`src/rtl/instruction_cache_fill_pkg.sv`:
```
// Shared types and constants for the instruction cache miss/fill controller.
//   icache_fill_state_t : fill FSM state encoding
//   ICACHE_BEATS        : bus beats per cache line
//   ICACHE_BEAT_BYTES   : bytes carried by one bus beat
package instruction_cache_fill_pkg;

  typedef enum logic [2:0] {
    IDLE    = 3'd0,
    REQUEST = 3'd1,
    RECEIVE = 3'd2,
    DONE    = 3'd3,
    RELEASE = 3'd4
  } icache_fill_state_t;

  localparam int ICACHE_BEATS      = 4;
  localparam int ICACHE_BEAT_BYTES = 4;

endpackage

```
`src/rtl/instruction_cache_fill_line_buffer.sv`:
```
// Line assembly buffer: BEATS words of BUS_WIDTH bits, one word written per
// response beat, whole line read flat (word k in bits [BUS_WIDTH*k +: BUS_WIDTH]).
// Ports:
//   clock, reset  : clock and synchronous active-high reset (clears storage)
//   write_enable  : store write_data into word write_index this cycle
//   write_index   : destination word
//   write_data    : response beat data
//   line          : registered flat view of all words
module instruction_cache_line_buffer
  import instruction_cache_fill_pkg::*;
#(
  parameter int BUS_WIDTH = 32,
  parameter int BEATS     = ICACHE_BEATS
) (
  input  logic                         clock,
  input  logic                         reset,
  input  logic                         write_enable,
  input  logic [$clog2(BEATS)-1:0]     write_index,
  input  logic [BUS_WIDTH-1:0]         write_data,
  output logic [BUS_WIDTH*BEATS-1:0]   line
);

  logic [BUS_WIDTH-1:0] words [BEATS];

  always_ff @(posedge clock) begin
    if (reset) begin
      for (int k = 0; k < BEATS; k++) begin
        words[k] <= '0;
      end
    end else if (write_enable) begin
      words[write_index] <= write_data;
    end
  end

  always_comb begin
    line = '0;
    for (int k = 0; k < BEATS; k++) begin
      line[k*BUS_WIDTH +: BUS_WIDTH] = words[k];
    end
  end

endmodule

```
`src/rtl/instruction_cache_fill.sv`:
```
// Instruction cache miss/fill controller. Takes a line miss from the fetch
// pipeline, reads the line as BEATS pipelined bus reads, assembles it and
// presents it on miss_data with a one-cycle done pulse.
// Build option: ICACHE_CRITICAL_WORD_FIRST_EN -- when defined, beats are
// issued starting at the missed word and wrap; otherwise word 0 first.
// Line placement is identical in both builds.
// Ports:
//   clock, reset        : sole clock, synchronous active-high reset
//   miss, miss_address  : level miss request and missing byte address
//   miss_data, done     : assembled line, valid in the single done cycle
//   mem_address/mem_read/mem_waitrequest : bus request channel
//   mem_readdata/mem_readdatavalid       : in-order response channel
//   fill_state          : current FSM state (debug visibility)
// Bus handshake: a request beat is transferred on any cycle where
// mem_read=1 and mem_waitrequest=0; while mem_waitrequest=1 the request
// (mem_read, mem_address) is held unchanged. Each mem_readdatavalid cycle
// delivers one response, in issue order, and cannot be back-pressured.
module instruction_cache_fill
  import instruction_cache_fill_pkg::*;
#(
  parameter int ADDR_WIDTH   = 32,
  parameter int DATA_WIDTH   = 128,
  parameter int BUS_WIDTH    = 32,
  parameter int OFFSET_WIDTH = 4
) (
  input  logic                  clock,
  input  logic                  reset,
  input  logic                  miss,
  input  logic [ADDR_WIDTH-1:0] miss_address,
  output logic [DATA_WIDTH-1:0] miss_data,
  output logic                  done,
  output logic [ADDR_WIDTH-1:0] mem_address,
  output logic                  mem_read,
  input  logic                  mem_waitrequest,
  input  logic [BUS_WIDTH-1:0]  mem_readdata,
  input  logic                  mem_readdatavalid,
  output icache_fill_state_t    fill_state
);

  localparam int BEATS = DATA_WIDTH / BUS_WIDTH;
  localparam int WI    = $clog2(BEATS);
  localparam int CW    = WI + 1;
  localparam logic [CW-1:0] ALL_BEATS = CW'(BEATS);
  localparam logic [CW-1:0] LAST_BEAT = CW'(BEATS - 1);

  icache_fill_state_t    state_q, state_d;
  logic [ADDR_WIDTH-1:0] base_q, base_d;
  logic [WI-1:0]         start_q, start_d;
  logic [CW-1:0]         issue_q, issue_d;
  logic [CW-1:0]         recv_q, recv_d;
  logic                  mem_read_d;
  logic [ADDR_WIDTH-1:0] mem_address_d;
  logic                  done_d;
  logic [WI-1:0]         issue_word;
  logic                  accept;
  logic                  response;
  logic [WI-1:0]         write_index;
  logic                  unused_offset;

  // Byte-offset bits never select a beat on their own.
  assign unused_offset = ^miss_address[OFFSET_WIDTH-1:0];

  assign accept   = mem_read && !mem_waitrequest;
  // Responses outside REQUEST/RECEIVE (or beyond the line) are dropped.
  assign response = mem_readdatavalid && (recv_q != ALL_BEATS) &&
                    ((state_q == REQUEST) || (state_q == RECEIVE));
  assign write_index = start_q + recv_q[WI-1:0];

  always_ff @(posedge clock) begin
    if (reset) begin
      state_q     <= IDLE;
      base_q      <= '0;
      start_q     <= '0;
      issue_q     <= '0;
      recv_q      <= '0;
      mem_read    <= 1'b0;
      mem_address <= '0;
      done        <= 1'b0;
    end else begin
      state_q     <= state_d;
      base_q      <= base_d;
      start_q     <= start_d;
      issue_q     <= issue_d;
      recv_q      <= recv_d;
      mem_read    <= mem_read_d;
      mem_address <= mem_address_d;
      done        <= done_d;
    end
  end

  always_comb begin
    state_d = state_q;
    base_d  = base_q;
    start_d = start_q;
    issue_d = issue_q;
    recv_d  = recv_q;

    if (accept && (issue_q != ALL_BEATS)) issue_d = issue_q + 1'b1;
    if (response)                         recv_d  = recv_q + 1'b1;

    unique case (state_q)
      IDLE: begin
        issue_d = '0;
        recv_d  = '0;
        if (miss) begin
          base_d  = {miss_address[ADDR_WIDTH-1:OFFSET_WIDTH], {OFFSET_WIDTH{1'b0}}};
`ifdef ICACHE_CRITICAL_WORD_FIRST_EN
          start_d = miss_address[OFFSET_WIDTH-1:2];
`else
          start_d = '0;
`endif
          state_d = REQUEST;
        end
      end
      REQUEST: begin
        // The last response can land in the same cycle as the last issue
        // only with zero-latency memory; DONE wins either way.
        if (response && (recv_q == LAST_BEAT)) state_d = DONE;
        else if (issue_d == ALL_BEATS)         state_d = RECEIVE;
      end
      RECEIVE: begin
        if (response && (recv_q == LAST_BEAT)) state_d = DONE;
      end
      DONE:    state_d = RELEASE;
      // A miss still held after done must drop before another fill starts.
      RELEASE: if (!miss) state_d = IDLE;
      default: state_d = IDLE;
    endcase

    // Outputs are registered, so they are computed from the next state.
    mem_read_d    = (state_d == REQUEST) && (issue_d != ALL_BEATS);
    issue_word    = start_d + issue_d[WI-1:0];
    mem_address_d = mem_read_d ? base_d + ADDR_WIDTH'({issue_word, 2'b00})
                               : mem_address;
    done_d        = (state_d == DONE);
  end

  assign fill_state = state_q;

  instruction_cache_line_buffer #(
    .BUS_WIDTH (BUS_WIDTH),
    .BEATS     (BEATS)
  ) u_line_buffer (
    .clock        (clock),
    .reset        (reset),
    .write_enable (response),
    .write_index  (write_index),
    .write_data   (mem_readdata),
    .line         (miss_data)
  );

endmodule

```
`config.mk`:
```
export PLATFORM = sky130hd
export DESIGN_NAME = instruction_cache_fill
export DESIGN_NICKNAME = d
export VERILOG_FILES = /design/src/rtl/instruction_cache_fill_pkg.sv /design/src/rtl/instruction_cache_fill_line_buffer.sv /design/src/rtl/instruction_cache_fill.sv
export SDC_FILE = /design/constraint.sdc
export NUM_CORES = 1
export LEC_CHECK = 0
export ABC_AREA = 1
export ABC_CLOCK_PERIOD_IN_PS = 7100
export CAP_MARGIN = 20
export CORE_MARGIN = 1.5
export CORE_UTILIZATION = 49
export DETAILED_ROUTE_END_ITERATION = 8
export PLACE_DENSITY = 0.8
export SLEW_MARGIN = 30
export SYNTH_ARGS = -nofsm -noshare
export SYNTH_HDL_FRONTEND = slang
export SYNTH_SLANG_ARGS = --single-unit
```
`constraint.sdc`:
```
create_clock -name clock -period 7.1 [get_ports clock]
set_input_delay 2.13 -clock clock [delete_from_list [all_inputs] [get_ports clock]]
set_output_delay 2.13 -clock clock [all_outputs]
set_load 0.01 [all_outputs]
```
==> impl_metrics.csv <==
group,metric,value,unit
die,die_w,140,µm
clocking,cts_max_path_buffers,3,
cells_and_area,num_antenna_cells,0,
routing,dr.pass1.iters,5,
logic_synthesis,synth_edf_count,128,
routing,viasPerCell,5.02,
critical_path,cp_num_buf_inv,6,
grt,grt_pass1_wl,39.4,mm
critical_path,critical_path_class,"input pin to flip-flop",
pwr,peakVddDrop,0.000159,V
clocking,cts_buffers,22,
timing,finalWorstSetupSlack,2.25,ns
timing,fmax,206,MHz
timing,clock_skew,0.0140,ns
logic_synthesis,avgSynthCellArea,8.81,µm²
routing,vias,7653,
logic_synthesis,synth_seq_cells,205,
pwr,seqPwrFrac,47.2,%
critical_path,cp_common_cell,"inv_1",
critical_path,crit_path_end_kind,"flip-flop",
routing,wl_per_cell,16.4,µm
pwr,pwr-share-comb,15.5,%
pwr,p_switching,743,µW
timing,max-slew-margin-rel,43.3,%
critical_path,path_max_fanout,6,
die,rows,50,
logic_synthesis,muxShareOfSynthArea,0,%
pwr,p_sw_share,25.6,%
placement,place_congestion,0.950,
status,status,"completed",
die,dieArea,19700,µm²
critical_path,slowest_stage,"clkdlybuf4s50_1",
logic_synthesis,synth-adder-area-share,1.44,%
routing,ant_nets,0,
logic_synthesis,synth_area,9230,µm²
grt,grt_max_degree,65,
logic_synthesis,synthTopCellsByCount,"nand2_1 (253), nor2_1 (197), edfxtp_1 (128)",
cells_and_area,area_growth,34.3,%
grt,grt_use_total,25.3,%
placement,place_hpwl,17.5,mm
grt,antenna_found_initial,0,
timing,fin_crit,4.85,ns
logic_synthesis,ys_types,38,
logic_synthesis,synth_flop_cell,"edfxtp_1",
logic_synthesis,synth_top_family_by_area,"simple AND/OR/NAND/NOR gates",
timing,finalSetupViolCount,0,
critical_path,worstPathCellList,"clkdlybuf4s50_1, inv_1, nand3_1, xor2_1, nor2_1, ha_1, inv_1, xor2_1, inv_1, ha_1, a21oi_1, nand3b_2, nor2_4, nand2_2, inv_1, nand2_1, nand2_1, nand3_1, nand2_1, inv_1",
clocking,cts_hold_buf,0,
timing,fin_tns_setup,0,ns
clocking,clkLatencyLatePin,0.50,ns
logic_synthesis,synth_compound_area_share,3.65,%
logic_synthesis,synthMostInstantiatedCell,"nand2_1",
clocking,clock_sinks,205,
cells_and_area,fin_cells,1523,
clocking,cts_setup_buffers,0,
die,coreArea,18600,µm²
logic_synthesis,synthCells,1047,
logic_synthesis,synthTopCellsByArea,"edfxtp_1 (42%), dfxtp_1 (17%), nand2_1 (10%), nor2_1 (8.0%), inv_1 (4.9%)",
clocking,path_clk_slew,0.06,ns
critical_path,start_kind,"input pin",
critical_path,cp_top_family,"simple AND/OR/NAND/NOR gates",
logic_synthesis,synth_top_cell_by_area,"edfxtp_1",
timing,period_share,68.3,%
logic_synthesis,synth_warnings,0,
pwr,leakage,5.15,nW
job,maxCapViolCount,0,
grt,first_global_vias,7591,
routing,wirelength,24.9,mm
logic_synthesis,synth_top_area_share,41.7,%
critical_path,worstPathRequired,7.49,ns
die,ios,234,
pwr,power_frac_clock,37.3,%
placement,portBuffers,229,
logic_synthesis,synthArstFlopShare,0,%
routing,dr.first_iter.drc_count,484,
die,die_h,140,µm
logic_synthesis,synth_xor_area_share,0.949,%
critical_path,cp.arrival,5.24,ns
placement,dpl_worst_slack,1.75,ns
timing,rsz0062_at_grt,"false",
cells_and_area,drive_gt1_share,9.93,%
logic_synthesis,synth_simple_gate_area_share,27.6,%
grt,gr-total-overflow,0,
timing,slew_viol_final,0,
timing,finalHoldViolCount,0,
die,floorplan.initialDensity,49.7,%
timing,tightest_slew,0.850,ns
placement,placedCellCount,1483,
min_path,hold_path.class,"flip-flop to flip-flop",
routing,drc,0,
clocking,cts_tree,"done",
clocking,htreeDepth,1,
pwr,power.density,234,nW/µm²
logic_synthesis,seq_area_frac_synth,58.4,%
clocking,post_cts_resized,0,
cells_and_area,num-nets-final,1352,
pwr,p_int,2.16,mW
logic_synthesis,synth_nets,1126,
critical_path,cpPeakStageDelay,0.46,ns
clocking,clock-root-buffer,"clkbuf_16",
## final cells by class
| cell class | instances | area [µm²] |
|---|---|---|
| tap | 234 | 293 |
| timing repair buffer | 242 | 2400 |
| fill | 1453 | 6190 |
| multi-input combinational | 671 | 3130 |
| sequential | 205 | 5390 |
| inverter | 131 | 494 |
| clock buffer | 29 | 598 |
| clock inverter | 11 | 82.6 |
## registers in the layout, indices dropped and copies added, names as in the netlist
| signal | cells |
|---|---|
| fill_state | 3 |
| base_q | 32 |
| recv_q | 3 |
| done | 1 |
| start_q | 2 |
| mem_read | 1 |
| u_line_buffer.words | 128 |
| issue_q | 3 |
| mem_address | 32 |
## stage by stage
step	utilization (%)	total power [mW]	hold WS (ns)	area [µm²]
floorplan	-	1.63	0.419	9230
global placement	62.9	1.83	0.427	11700
detailed placement	63.0	1.84	0.441	11700
CTS	66.7	2.92	0.455	12400
global route	66.7	3.01	0.483	12400
finish	66.7	2.90	0.451	12400
## kinds of logic after synthesis
| family | after synthesis |
|---|---|
| adder cells (fa/ha/maj) | 10 |
| AND/OR/NAND/NOR | 589 |
| AO/OA/AOI/OAI | 62 |
| buffers and inverters | 171 |
| XOR/XNOR | 10 |
| flip-flops | 205 |
## layer usage
layer / vias to the layer above / wire length (µm) / global-route usage [%]
li1: 3745 / - / -
met1: 3569 / 10000 / 31.3
met2: 284 / 12300 / 44.3
met3: 55 / 1840 / 4.65
met4: 0 / 758 / 9.14
met5: - / 0 / 0
## layout by cell type, fill, tap and decap left out, types with 14 or more instances in the layout
cell | netlist | final
nand2_1 | 253 | 253
clkdlybuf4s50_1 | 0 | 229
nor2_1 | 197 | 197
edfxtp_1 | 128 | 128
inv_1 | 120 | 119
dfxtp_1 | 77 | 77
nand2_2 | 39 | 39
nor3_1 | 35 | 35
nand3_1 | 32 | 32
o21ai_0 | 24 | 23
clkbuf_16 | 0 | 23
a21oi_1 | 21 | 21
nor2_2 | 14 | 14
## worst paths after layout
| kind | startpoint | endpoint | slack (ns) | cells after the start |
|---|---|---|---|---|
| min reg2reg | base_q[2] | base_q[2] | 0.45 | 2 |
| max | mem_waitrequest | mem_address[27] | 2.25 | 20 |
| min | base_q[2] | base_q[2] | 0.45 | 2 |
| max reg2reg | fill_state[0] | mem_address[27] | 3.55 | 20 |
## power by group through the flow
stage / logic, mW / registers, mW / clock network, mW
2_1_floorplan: 0.210 / 1.42 / 0
3_3_place_gp: 0.439 / 1.39 / 0
3_5_place_dp: 0.448 / 1.39 / 0
4_1_cts: 0.451 / 1.37 / 1.10
5_1_grt: 0.490 / 1.38 / 1.15
6_report: 0.449 / 1.37 / 1.08
## worst min-delay path, delay by kind of cell (launching register included)
kind,cells,cell delay [ns]
flip-flops,1,0.30
buffers and inverters,1,0.06
AND/OR/NAND/NOR,1,0.05
(Power assumes the default switching activity.)
==> variant (config.mk and constraints unchanged) <==
Change the parameter `ADDR_WIDTH` from 32 to 64.
--- a/src/rtl/instruction_cache_fill.sv
+++ b/src/rtl/instruction_cache_fill.sv
@@ -18,7 +18,7 @@
 module instruction_cache_fill
   import instruction_cache_fill_pkg::*;
 #(
-  parameter int ADDR_WIDTH   = 32,
+  parameter int ADDR_WIDTH   = 64,
   parameter int DATA_WIDTH   = 128,
   parameter int BUS_WIDTH    = 32,
   parameter int OFFSET_WIDTH = 4
Ports: changed (resized mem_address and miss_address); port bits go from 234 to 298. The function was not compared with the original's and may differ.
==> variant against the unedited design <==
Area after synthesis rose by 48%; final cell count rose by 67%; power grew 38%; hold slack lost 4.0 ps; die area is 47% higher; clock power is 38% higher; worst setup slack got worse by 260 ps; wire length increased by 81%; design area is 43% higher; sequential cell count increased by 64; largest cell class unchanged; highest routed layer unchanged.
==> variant: results (changes against the unedited design) <==
[status]
outcome=finished, final reports clean  ; unchanged

[timing]
tightest_slew_ps=887.0  ; was 849.8 ps
clock_skew_ps=19.49  ; was 14.02 ps

[synthesis]
ys_types=33  ; was 38
synth_seq_area_share_pct=48.70  ; was 58.36%
synth_fa_ha_area_share_pct=0.9688  ; was 1.437%
synth_ff_type=dfxtp_1  ; was edfxtp_1
yosys-top-cells-count=498 x nand2_1, 368 x nor2_1, 266 x inv_1  ; was 253 x nand2_1, 197 x nor2_1, 128 x edfxtp_1
mappedNetlistNets=1993  ; was 1126
synth_compound_area_share_pct=4.524  ; was 3.647%
yosys-top-cells-area=edfxtp_1 28%, dfxtp_1 21%, nand2_1 14%, nor2_1 10%, inv_1 7.3%  ; was edfxtp_1 42%, dfxtp_1 17%, nand2_1 10%, nor2_1 8.0%, inv_1 4.9%
yosys.area_share.xor_xnor_pct=1.727  ; was 0.9492%

[layout]
drive_gt1_share_pct=5.278  ; was 9.930%
reg_top3=u_line_buffer.words: 128 flops, base_q: 64 flops, mem_address: 64 flops  ; was u_line_buffer.words: 128 flops, base_q: 32 flops, mem_address: 32 flops
final_nets=2250  ; was 1352

[grt]
grt_pass1_vias=12250  ; was 7591
grt_usage_pct=30.63  ; was 25.31%
use_met2_pct=51.64  ; was 44.35%
grt_util_met3_pct=4.581  ; was 4.650%
use_met1_pct=39.37  ; was 31.30%
grt_pass1_wl_um=67830  ; was 39420 um

[cts]
cts_inserted_buffers=27  ; was 22

[placement]
pre_cts_ws_ps=1499  ; was 1753 ps
gp_congestion=0.9965  ; was 0.9500

[drt]
vias=13200  ; was 7653
routed_wirelength_um=45160  ; was 24910 um
drtIter0Drc=1088  ; was 484

[power]
leakagePower_nw=7.799  ; was 5.153 nW
vdd_drop_max_uv=152.8  ; was 158.6 uV

[critical_path]
worstPathMaxFanout=5  ; was 6
reg2reg_to=mem_address[33]$_SDFFE_PP0P_  ; was mem_address[27]$_SDFFE_PP0P_
r2r_setup_slack_ps=2870  ; was 3550 ps

## variant: cell count changes after synthesis, moves of 22 or more
| cell | delta |
|---|---|
| o21ai_0 | +55 |
| nand2_2 | -31 |
| dfxtp_1 | +64 |
| nand2_1 | +245 |
| nor2_1 | +171 |
| nand3_1 | +50 |
| nand4_1 | +66 |
| inv_1 | +146 |
| clkbuf_1 | +22 |
## variant: stage by stage
| stage | instances | hold slack, ps | area (um^2) |
|---|---|---|---|
| detailed placement | 2488 | 441.5 | 16830 |
| finish | 2538 | 446.7 | 17750 |
| global route | 2538 | 472.3 | 17750 |
| floorplan | 1882 | 424.6 | 13690 |
| global placement | 2487 | 435.7 | 16800 |
| CTS | 2538 | 450.8 | 17740 |
## variant: how the worst min path moves through the flow
stage          slack (ps)            startpoint              endpoint  depth (start not counted)
4_1_cts               450  base_q[3]$_SDFF_PP0_  base_q[3]$_SDFF_PP0_                          2
3_3_place_gp          440  base_q[2]$_SDFF_PP0_  base_q[2]$_SDFF_PP0_                          2
5_1_grt               470  base_q[2]$_SDFF_PP0_  base_q[2]$_SDFF_PP0_                          2
3_5_place_dp          440  base_q[3]$_SDFF_PP0_  base_q[3]$_SDFF_PP0_                          2
6_report              450  base_q[3]$_SDFF_PP0_  base_q[3]$_SDFF_PP0_                          2
2_1_floorplan         420  base_q[2]$_SDFF_PP0_  base_q[2]$_SDFF_PP0_                          2
## variant: final cells by class
class / instances / area (um^2)
Tap cell: 378 / 473.0
Clock buffer: 33 / 718.2
Multi-Input combinational cell: 1255 / 5584
Inverter: 277 / 1042
Timing Repair Buffer: 309 / 3067
Fill cell: 2417 / 9883
Sequential cell: 269 / 6666
Clock inverter: 17 / 195.2
## variant: where the power goes
part / total (mW) / leakage (nW) / internal (mW) / switching (mW)
logic: 0.740 / 4.86 / 0.286 / 0.455
registers: 1.78 / 2.49 / 1.73 / 0.0492
clock network: 1.49 / 0.449 / 0.865 / 0.621
## variant: logic make-up after synthesis
logic type	after synthesis
simple gates	1096
xor+xnor	27
flops	269
fa+ha+maj	10
buf+inv	358
compound gates	122
## variant: routing by layer
metal,wire length (um),up-vias
li1,-,6402
met1,18310,6112
met2,21210,582
met3,3696,101
met5,0,-
met4,1949,0
## variant: critical path, stage by stage
cell and delay [ps]:
clkdlybuf4s50_1 400, inv_1 70, nand3_1 140, o21ai_0 360, nor2_1 100, xor2_1 200, xor2_1 210, inv_1 100
ha_1 300, a21oi_1 70, inv_1 70, nand2_1 130, nor2_2 320, nand2_1 220, nor2_2 320, nand2_1 90
nand2_1 70, nand3_1 120, nand2_1 120, inv_1 40
